===== config.mk =====
export PLATFORM = sky130hd
export DESIGN_NAME = led_pattern_sequencer
export DESIGN_NICKNAME = d
export VERILOG_FILES = /design/src/rtl/led_seq_pkg.sv /design/src/rtl/led_step_prescaler.sv /design/src/rtl/led_pattern_sequencer.sv
export SDC_FILE = /design/constraint.sdc
export NUM_CORES = 1
export LEC_CHECK = 0
export ABC_AREA = 1
export BUFFER_PORTS_ARGS = -buffer_cell sky130_fd_sc_hd__clkbuf_2
export CORE_MARGIN = 3
export CORE_UTILIZATION = 35
export CTS_BUF_LIST = sky130_fd_sc_hd__clkbuf_8
export CTS_CLUSTER_SIZE = 12
export DETAILED_ROUTE_END_ITERATION = 6
export HOLD_SLACK_MARGIN = 0.12
export PLACE_DENSITY = 0.63
export SYNTH_ARGS = -nofsm -noshare
export SYNTH_HDL_FRONTEND = slang
export SYNTH_SLANG_ARGS = --single-unit

===== constraint.sdc =====
create_clock -name custom_clk -period 1.9 [get_ports custom_clk]
set_input_delay 0 -clock custom_clk [delete_from_list [all_inputs] [get_ports custom_clk]]
set_output_delay 0 -clock custom_clk [all_outputs]
set_load 0.01 [all_outputs]

===== src/rtl/led_seq_pkg.sv =====
// rtl/led_seq_pkg.sv - shared types for the LED pattern sequencer
package led_seq_pkg;

  typedef enum logic [1:0] {
    MODE_BOUNCE = 2'b00,
    MODE_WRAP   = 2'b01,
    MODE_FILL   = 2'b10,
    MODE_BLINK  = 2'b11
  } mode_t;

  typedef enum logic {
    DIR_UP = 1'b0,
    DIR_DN = 1'b1
  } dir_t;

endpackage


===== src/rtl/led_step_prescaler.sv =====
// rtl/led_step_prescaler.sv - enabled-cycle tick counter producing one advance every period+1 cycles
module led_step_prescaler #(
  parameter int PER_W = 26
) (
  input  logic             custom_clk,
  input  logic             rst_n,
  input  logic             en,
  input  logic             clr,
  input  logic [PER_W-1:0] period,
  output logic             adv
);

  logic [PER_W-1:0] tick_cnt;

  // A clear (mode restart) suppresses the advance that would coincide with it.
  assign adv = en & ~clr & (tick_cnt == period);

  // Count enabled cycles; an exact match with period restarts the count. If
  // period is lowered below the count, the count simply runs on and wraps.
  always_ff @(posedge custom_clk) begin
    if (!rst_n || clr) begin
      tick_cnt <= '0;
    end else if (adv) begin
      tick_cnt <= '0;
    end else if (en) begin
      tick_cnt <= tick_cnt + 1'b1;
    end
  end

endmodule


===== src/rtl/led_pattern_sequencer.sv =====
// rtl/led_pattern_sequencer.sv - run-time selectable bounce/wrap/fill/blink LED pattern engine
module led_pattern_sequencer
  import led_seq_pkg::*;
#(
  parameter int N_LEDS = 8,
  parameter int PER_W  = 26
) (
  input  logic                      custom_clk,
  input  logic                      rst_n,
  input  logic                      en,
  input  mode_t                     mode,
  input  logic [PER_W-1:0]          period,
  output logic [N_LEDS-1:0]         lights,
  output logic [$clog2(N_LEDS)-1:0] pos,
  output logic                      step,
  output logic                      cycle_done
);

  localparam int POS_W = $clog2(N_LEDS);
  localparam logic [POS_W-1:0] POS_MAX = POS_W'(N_LEDS - 1);

  mode_t            mode_q;
  dir_t             dir_q;
  logic [POS_W-1:0] pos_q;
  logic             phase_q;

  logic             restart;
  logic             adv;
  logic [POS_W-1:0] pos_nxt;
  dir_t             dir_nxt;
  logic             phase_nxt;
  logic             wraps;
  logic [31:0]      pos_ext;

  // Any change of the requested mode restarts the pattern, even while frozen.
  assign restart = (mode != mode_q);

  led_step_prescaler #(
    .PER_W (PER_W)
  ) u_prescaler (
    .custom_clk (custom_clk),
    .rst_n      (rst_n),
    .en         (en),
    .clr        (restart),
    .period     (period),
    .adv        (adv)
  );

  // Next position/direction/phase for one advance, plus whether it lands on the start.
  always_comb begin
    pos_nxt   = pos_q;
    dir_nxt   = dir_q;
    phase_nxt = phase_q;
    wraps     = 1'b0;
    case (mode_q)
      MODE_BOUNCE: begin
        // dir always points at the next move, so each endpoint is shown once.
        if (dir_q == DIR_UP) begin
          if (pos_q >= POS_MAX) begin
            pos_nxt = POS_MAX - 1'b1;
            dir_nxt = DIR_DN;
          end else begin
            pos_nxt = pos_q + 1'b1;
            if (pos_q == POS_MAX - 1'b1) dir_nxt = DIR_DN;
          end
        end else begin
          if (pos_q == '0) begin
            pos_nxt = POS_W'(1);
            dir_nxt = DIR_UP;
          end else begin
            pos_nxt = pos_q - 1'b1;
            if (pos_q == POS_W'(1)) begin
              dir_nxt = DIR_UP;
              wraps   = 1'b1;
            end
          end
        end
      end
      MODE_WRAP, MODE_FILL: begin
        dir_nxt = DIR_UP;
        // Explicit compare keeps non-power-of-two counts inside 0..N-1.
        if (pos_q >= POS_MAX) begin
          pos_nxt = '0;
          wraps   = 1'b1;
        end else begin
          pos_nxt = pos_q + 1'b1;
        end
      end
      default: begin
        pos_nxt   = '0;
        dir_nxt   = DIR_UP;
        phase_nxt = ~phase_q;
        wraps     = phase_q;
      end
    endcase
  end

  // Position state and registered pulses; reset and restart both return to the start.
  always_ff @(posedge custom_clk) begin
    if (!rst_n || restart) begin
      mode_q     <= mode;
      pos_q      <= '0;
      dir_q      <= DIR_UP;
      phase_q    <= 1'b0;
      step       <= 1'b0;
      cycle_done <= 1'b0;
    end else begin
      step       <= adv;
      cycle_done <= adv & wraps;
      if (adv) begin
        pos_q   <= pos_nxt;
        dir_q   <= dir_nxt;
        phase_q <= phase_nxt;
      end
    end
  end

  assign pos_ext = 32'(pos_q);

  // Decode registered state only, so lights never glitch on input changes.
  always_comb begin
    lights = '0;
    for (int unsigned i = 0; i < N_LEDS; i++) begin
      case (mode_q)
        MODE_BOUNCE, MODE_WRAP: lights[i] = (pos_ext == i);
        MODE_FILL:              lights[i] = (i <= pos_ext);
        default:                lights[i] = phase_q;
      endcase
    end
  end

  assign pos = pos_q;

endmodule


-- Word-level counts from Yosys, hierarchy flattened
Cells that the tools add are included.
W data, S select, Z words.
- register bits: 35
- add/subtract/negate cells: 3
- magnitude comparators: 9
- equality and inequality tests: 11
- muxes and demuxes: 24
- bitwise logic cells: 6
- reduce and logical (&&, ||, !) cells: 10
- operator list (operator ; number):
    $logic_not A32 Y1 ; 1
    $add A26 B1 Y26 const B ; 1
    $eq A26 B26 Y1 ; 1
    $pmux W1 S2 ; 9
    $eq A3 B3 Y1 const B ; 4
    $le A3 B3 Y1 const A ; 4
    $mux W3 ; 4
    $mux W1 ; 10
    $eq A3 B2 Y1 const B ; 2
    $le A1 B3 Y1 const A ; 2
    $le A2 B3 Y1 const A ; 2
    $pmux W3 S2 ; 1
    $reduce_or A2 Y1 ; 3
    $add A3 B1 Y3 const B ; 1
    $and A1 B1 Y1 ; 3
    $eq A3 B1 Y1 const B ; 1
    $ge A3 B3 Y1 const B ; 1
    $logic_not A3 Y1 ; 1
    $not A1 Y1 ; 3
    $reduce_or A3 Y1 ; 1
    $sub A3 B1 Y3 const B ; 1
    $eq A2 B1 Y1 const B ; 1
    $eq A2 B2 Y1 const B ; 1
    $logic_not A2 Y1 ; 1
    4 further kinds ; 4

-- Logic depth before layout (Yosys ltp)
- depth in word-level cells: 6
- mapped depth: 12

-- Modules after synthesis
Synthesis repeated with hierarchy kept, for this count alone.
- cell total of the unflattened synthesis: 436
- area, all modules: 2676.3 µm²
- by module, submodules not included (module ; times used ; cells an instance ; area each (µm²) ; seq. area each (µm²)):
    led_step_prescaler ; 1 ; 325 ; 1841.8 ; 520.5
    led_pattern_sequencer ; 1 ; 111 ; 834.6 ; 200.2

-- Worst setup path after synthesis
OpenSTA, ideal clock, no wires.
- kind: register -> register
- start point: register pos_q[1] (netlist: pos[1])
- end point: register pos_q[1] (netlist: pos[1])
- arrival time: 1.380 ns
- data required time: 1.779 ns
- path slack: 0.399 ns
- stages on the path, launching flop included: 7
- buffers on the path: 0
- period minus slack after synthesis: 1.501 ns
- path through: dfxtp_1 > inv_1 > ha_1 > o311ai_0 > nand2_1 > nand2_1 > o21ai_0
- word-level cells in the longest chain between the ends: 4
- RTL lines (what ; RTL line ; source):
    start: declaration ; led_pattern_sequencer.sv:24 ; logic [POS_W-1:0] pos_q;
    start signal: assignment ; led_pattern_sequencer.sv:111 ; pos_q <= pos_nxt;
    $add A3 B1 Y3 (tied with other cells) ; led_pattern_sequencer.sv:63, led_pattern_sequencer.sv:86 ;
    $mux W3, on equally long branches ; led_pattern_sequencer.sv:59, led_pattern_sequencer.sv:67 ;
    $mux W3 ; led_pattern_sequencer.sv:58 ; if (dir_q == DIR_UP) begin
    $pmux W3 S2 * ; led_pattern_sequencer.sv:55 ; case (mode_q)
Mark *: on every way between the ends. The rest lies on a longest branch, timed or not.
A chain may end at the register's enable or synchronous reset.

-- Final worst setup path
- start point: register mode_q[0]
- end point: output lights[0]
- word-level cells in the longest chain between the ends: 3
- RTL lines (what ; RTL line ; source):
    start: declaration ; led_pattern_sequencer.sv:22 ; mode_t mode_q;
    start signal: assignment ; led_pattern_sequencer.sv:101 ; mode_q <= mode;
    $eq A2 B1 Y1 or $logic_not A2 Y1 (tied branches) ; led_pattern_sequencer.sv:124 ; case (mode_q)
    $reduce_or A2 Y1 ; led_pattern_sequencer.sv:124 ;
    $pmux W1 S2 * ; led_pattern_sequencer.sv:124 ;
    end: declaration ; led_pattern_sequencer.sv:13 ; output logic [N_LEDS-1:0] lights,
Marked as above.

==> impl_metrics.yaml <==
sta:
  fin_crit_ps: 1760
  finalHoldViolCount: 0
  tns_ps: 0
  finalMaxSlewViolations: 0
  clock_skew_ps: 4.48
  max_freq_ghz: 0.568
  slew_headroom_pct: 71.9
  rsz0062_at_grt: "true"
  finalCritPeriodShare_pct: 92.7
  tightest_slew_ps: 418
  setup_viol: 0
critical_path:
  crit_slowest_cell: "edfxtp_1"
  ff2ff_setup_slack_ps: 210
  critPathBufInv: 2
  r2r_start: "mode_q[0]"
  startpoint: "mode_q[0]"
  cpPeakStageDelay_ps: 390
  cp-end-kind: "output pin"
  crit_cells: 8
  cp_cell_sequence: "buf_4 > ha_2 > nor2_4 > o21ai_1 > nand2_1 > a21oi_1 > o21ai_0 > clkbuf_2"
  critPathTopFamily: "flip-flops"
  rr_endpoint: "u_prescaler.tick_cnt[10]"
  crit_required_ps: 1900
  worstSetupPathType: "reg -> out"
  worst_setup_path_start_kind: "flop"
  reg2reg_depth: 9
  crit_fanout: 7
  arrival_ps: 1760
  critPathCapture: "lights[0]"
logic_synthesis:
  synth_top_area_share_pct: 23.0
  seq_area_frac_synth_pct: 24.9
  synth_largest_area_cell: "nand2_1"
  ys_ff_latch: 35
  syn_area_um2: 2900
  ys.flop_type: "dfxtp_1"
  synth_cell_types: 29
  ys_async_sr_fraction_pct: 0
  synthCells: 508
  ys_warn_count: 0
  synth_nets: 552
  synth_area_leaders: "nand2_1 (23%), dfxtp_1 (23%), inv_1 (11%)"
  syn_area_per_cell_um2: 5.71
  synth_edf_count: 2
clock_tree:
  cts_buffer_depth: 2
  clk_pin_slew_worst_paths_ps: 70
  cts_buffers: 5
  h-tree-depth: 2
  cts.sink_count: 35
  cts_tree: "built"
  clkLatencyLatePin_ps: 290
  cts-root-buf: "clkbuf_8"
detailed_routing:
  wl_per_cell_um: 11.9
  vias_per_cell: 4.68
  routed_wl_mm: 7.91
  drc: 0
  via_count: 3115
  first_iter_violations: 174
  detail-route-antenna-nets: 0
  drtPass1Iterations: 5
power:
  power.density_nw_per_um2: 445
  vdd_ir_drop_max_mv: 0.281
  p_leak_uw: 0.00161
cells_and_area:
  final_area_um2: 3380
  antenna_cells: 0
  drive_above_1_share_pct: 12.3
  synthToLayoutAreaGrowth_pct: 16.5
  final_util_pct: 42.8
  finalNetCount: 606
floorplanning:
  num_io_pins: 44
  die_w_um: 97.0
  start_util_pct: 36.8
  rows: 32
  die_area_um2: 9410
  die_h_um: 97.0
  core_um2: 7890
place:
  io_buffer_count: 43
  dp_hpwl_mm: 6.39
  gp_congestion: 0.955
  placed_area_um2: 3240
global_routing:
  overflow: 0
  grt_first_pass_wirelength_mm: 13.2
  grt_usage_pct: 16.9
  antenna_found_initial: 0
  grt_max_degree: 27
  grt_pass1_vias: 2873
worst_hold_path:
  hold_path.class: "in -> reg"
job:
  cap_violations: 0
outcome:
  status: "finished clean"
## layout by cell type, fill, tap and decap left out, drive strengths merged
| cell type | netlist | routed |
|---|---|---|
| o211ai | 3 | 3 |
| xor2 | 17 | 17 |
| xnor2 | 4 | 4 |
| nor2 | 90 | 90 |
| o31ai | 2 | 2 |
| edfxtp | 2 | 2 |
| a21oi | 10 | 10 |
| a221o | 1 | 1 |
| nor3 | 9 | 9 |
| buf | 3 | 6 |
| nand3b | 1 | 1 |
| inv | 86 | 87 |
| o22ai | 1 | 1 |
| dfxtp | 33 | 33 |
| clkinv | 0 | 2 |
| o311ai | 1 | 1 |
| dlygate4sd3 | 0 | 3 |
| nor4 | 1 | 1 |
| nand2 | 182 | 182 |
| nand4 | 5 | 5 |
| and2 | 1 | 1 |
| o21ai | 13 | 13 |
| ha | 13 | 13 |
| clkbuf | 2 | 48 |
| nand3 | 28 | 28 |
## tightest hold or removal path, cell delays in order
cell and delay, ps:
clkbuf_2 100, buf_4 170, nand2_1 80, a21oi_1 50
## cells by family (layout without fill, tap and decap cells)
kind of cell / after synthesis / after routing / share of synthesized area [%]
compound gates: 31 / 31 / 6.26
xor+xnor: 21 / 21 / 6.34
fa+ha+maj: 13 / 13 / 5.61
buf+inv: 91 / 146 / 12.6
flops: 35 / 35 / 24.9
simple gates: 317 / 317 / 44.3
## cell type report
| type | instances | area [um2] |
|---|---|---|
| sequential | 35 | 721 |
| multi-input combinational | 382 | 1840 |
| timing repair buffer | 52 | 290 |
| tap | 102 | 128 |
| fill | 856 | 4510 |
| clock buffer | 5 | 68.8 |
| inverter | 86 | 323 |
| clock inverter | 3 | 11.3 |
## synthesized netlist by cell type (2+ instances only)
cell / instances
xnor2_1: 4
nor3_1: 9
nor2_1: 85
a21oi_1: 9
o21ai_0: 13
dfxtp_1: 33
nand3_1: 28
edfxtp_1: 2
buf_6: 3
nand2_2: 3
inv_1: 85
nor2_2: 5
o31ai_1: 2
xor2_1: 17
nand2_1: 178
ha_1: 13
o211ai_1: 3
nand4_1: 5
## sequential cells by signal, summed over array words and instances, names as in the netlist
name / flops
cycle_done: 1
dir_q: 1
mode_q: 2
phase_q: 1
pos: 3
step: 1
u_prescaler.tick_cnt: 26
## stage by stage
step	total power, uW	setup slack (ps)	hold WS (ps)	instances
floorplan	911	399	98.9	508
global placement	993	236	214	653
detailed placement	994	162	213	653
CTS	1520	9.98	162	664
global route	1590	-17.2	184	665
finish	1500	139	165	665
## metal layers
metal	GRT usage (%)	wire length, um	vias to the layer above
met1	23.2	3730	1366
met5	0	0	-
met3	4.04	523	8
met2	26.4	3550	87
li1	-	-	1654
met4	5.18	107	0
## worst min path at each step
stage	startpoint	endpoint	depth (start not counted)
after CTS	en	u_prescaler.tick_cnt[25]	4
after floorplan	mode[0]	mode_q[0]	0
after detailed placement	mode[1]	mode_q[1]	1
final	en	u_prescaler.tick_cnt[25]	4
after global placement	mode[0]	mode_q[0]	1
after global routing	en	u_prescaler.tick_cnt[25]	4
## where the power goes
part / internal [uW] / total, uW / switching, uW
Sequential: 746 / 751 / 4.61
Clock: 244 / 510 / 265
Combinational: 92.7 / 244 / 152
Total: 1080 / 1500 / 422
## repair_timing
action,in CTS,in global routing
gates resized for setup,2,5
cloned,0,0
endpoints found under the setup margin,1,11
hold buffers,3,0
setup buffers,0,1
pin swaps,0,1
hold endpoints to repair,4,0
Note: power is estimated with default switching activity, not from simulation.
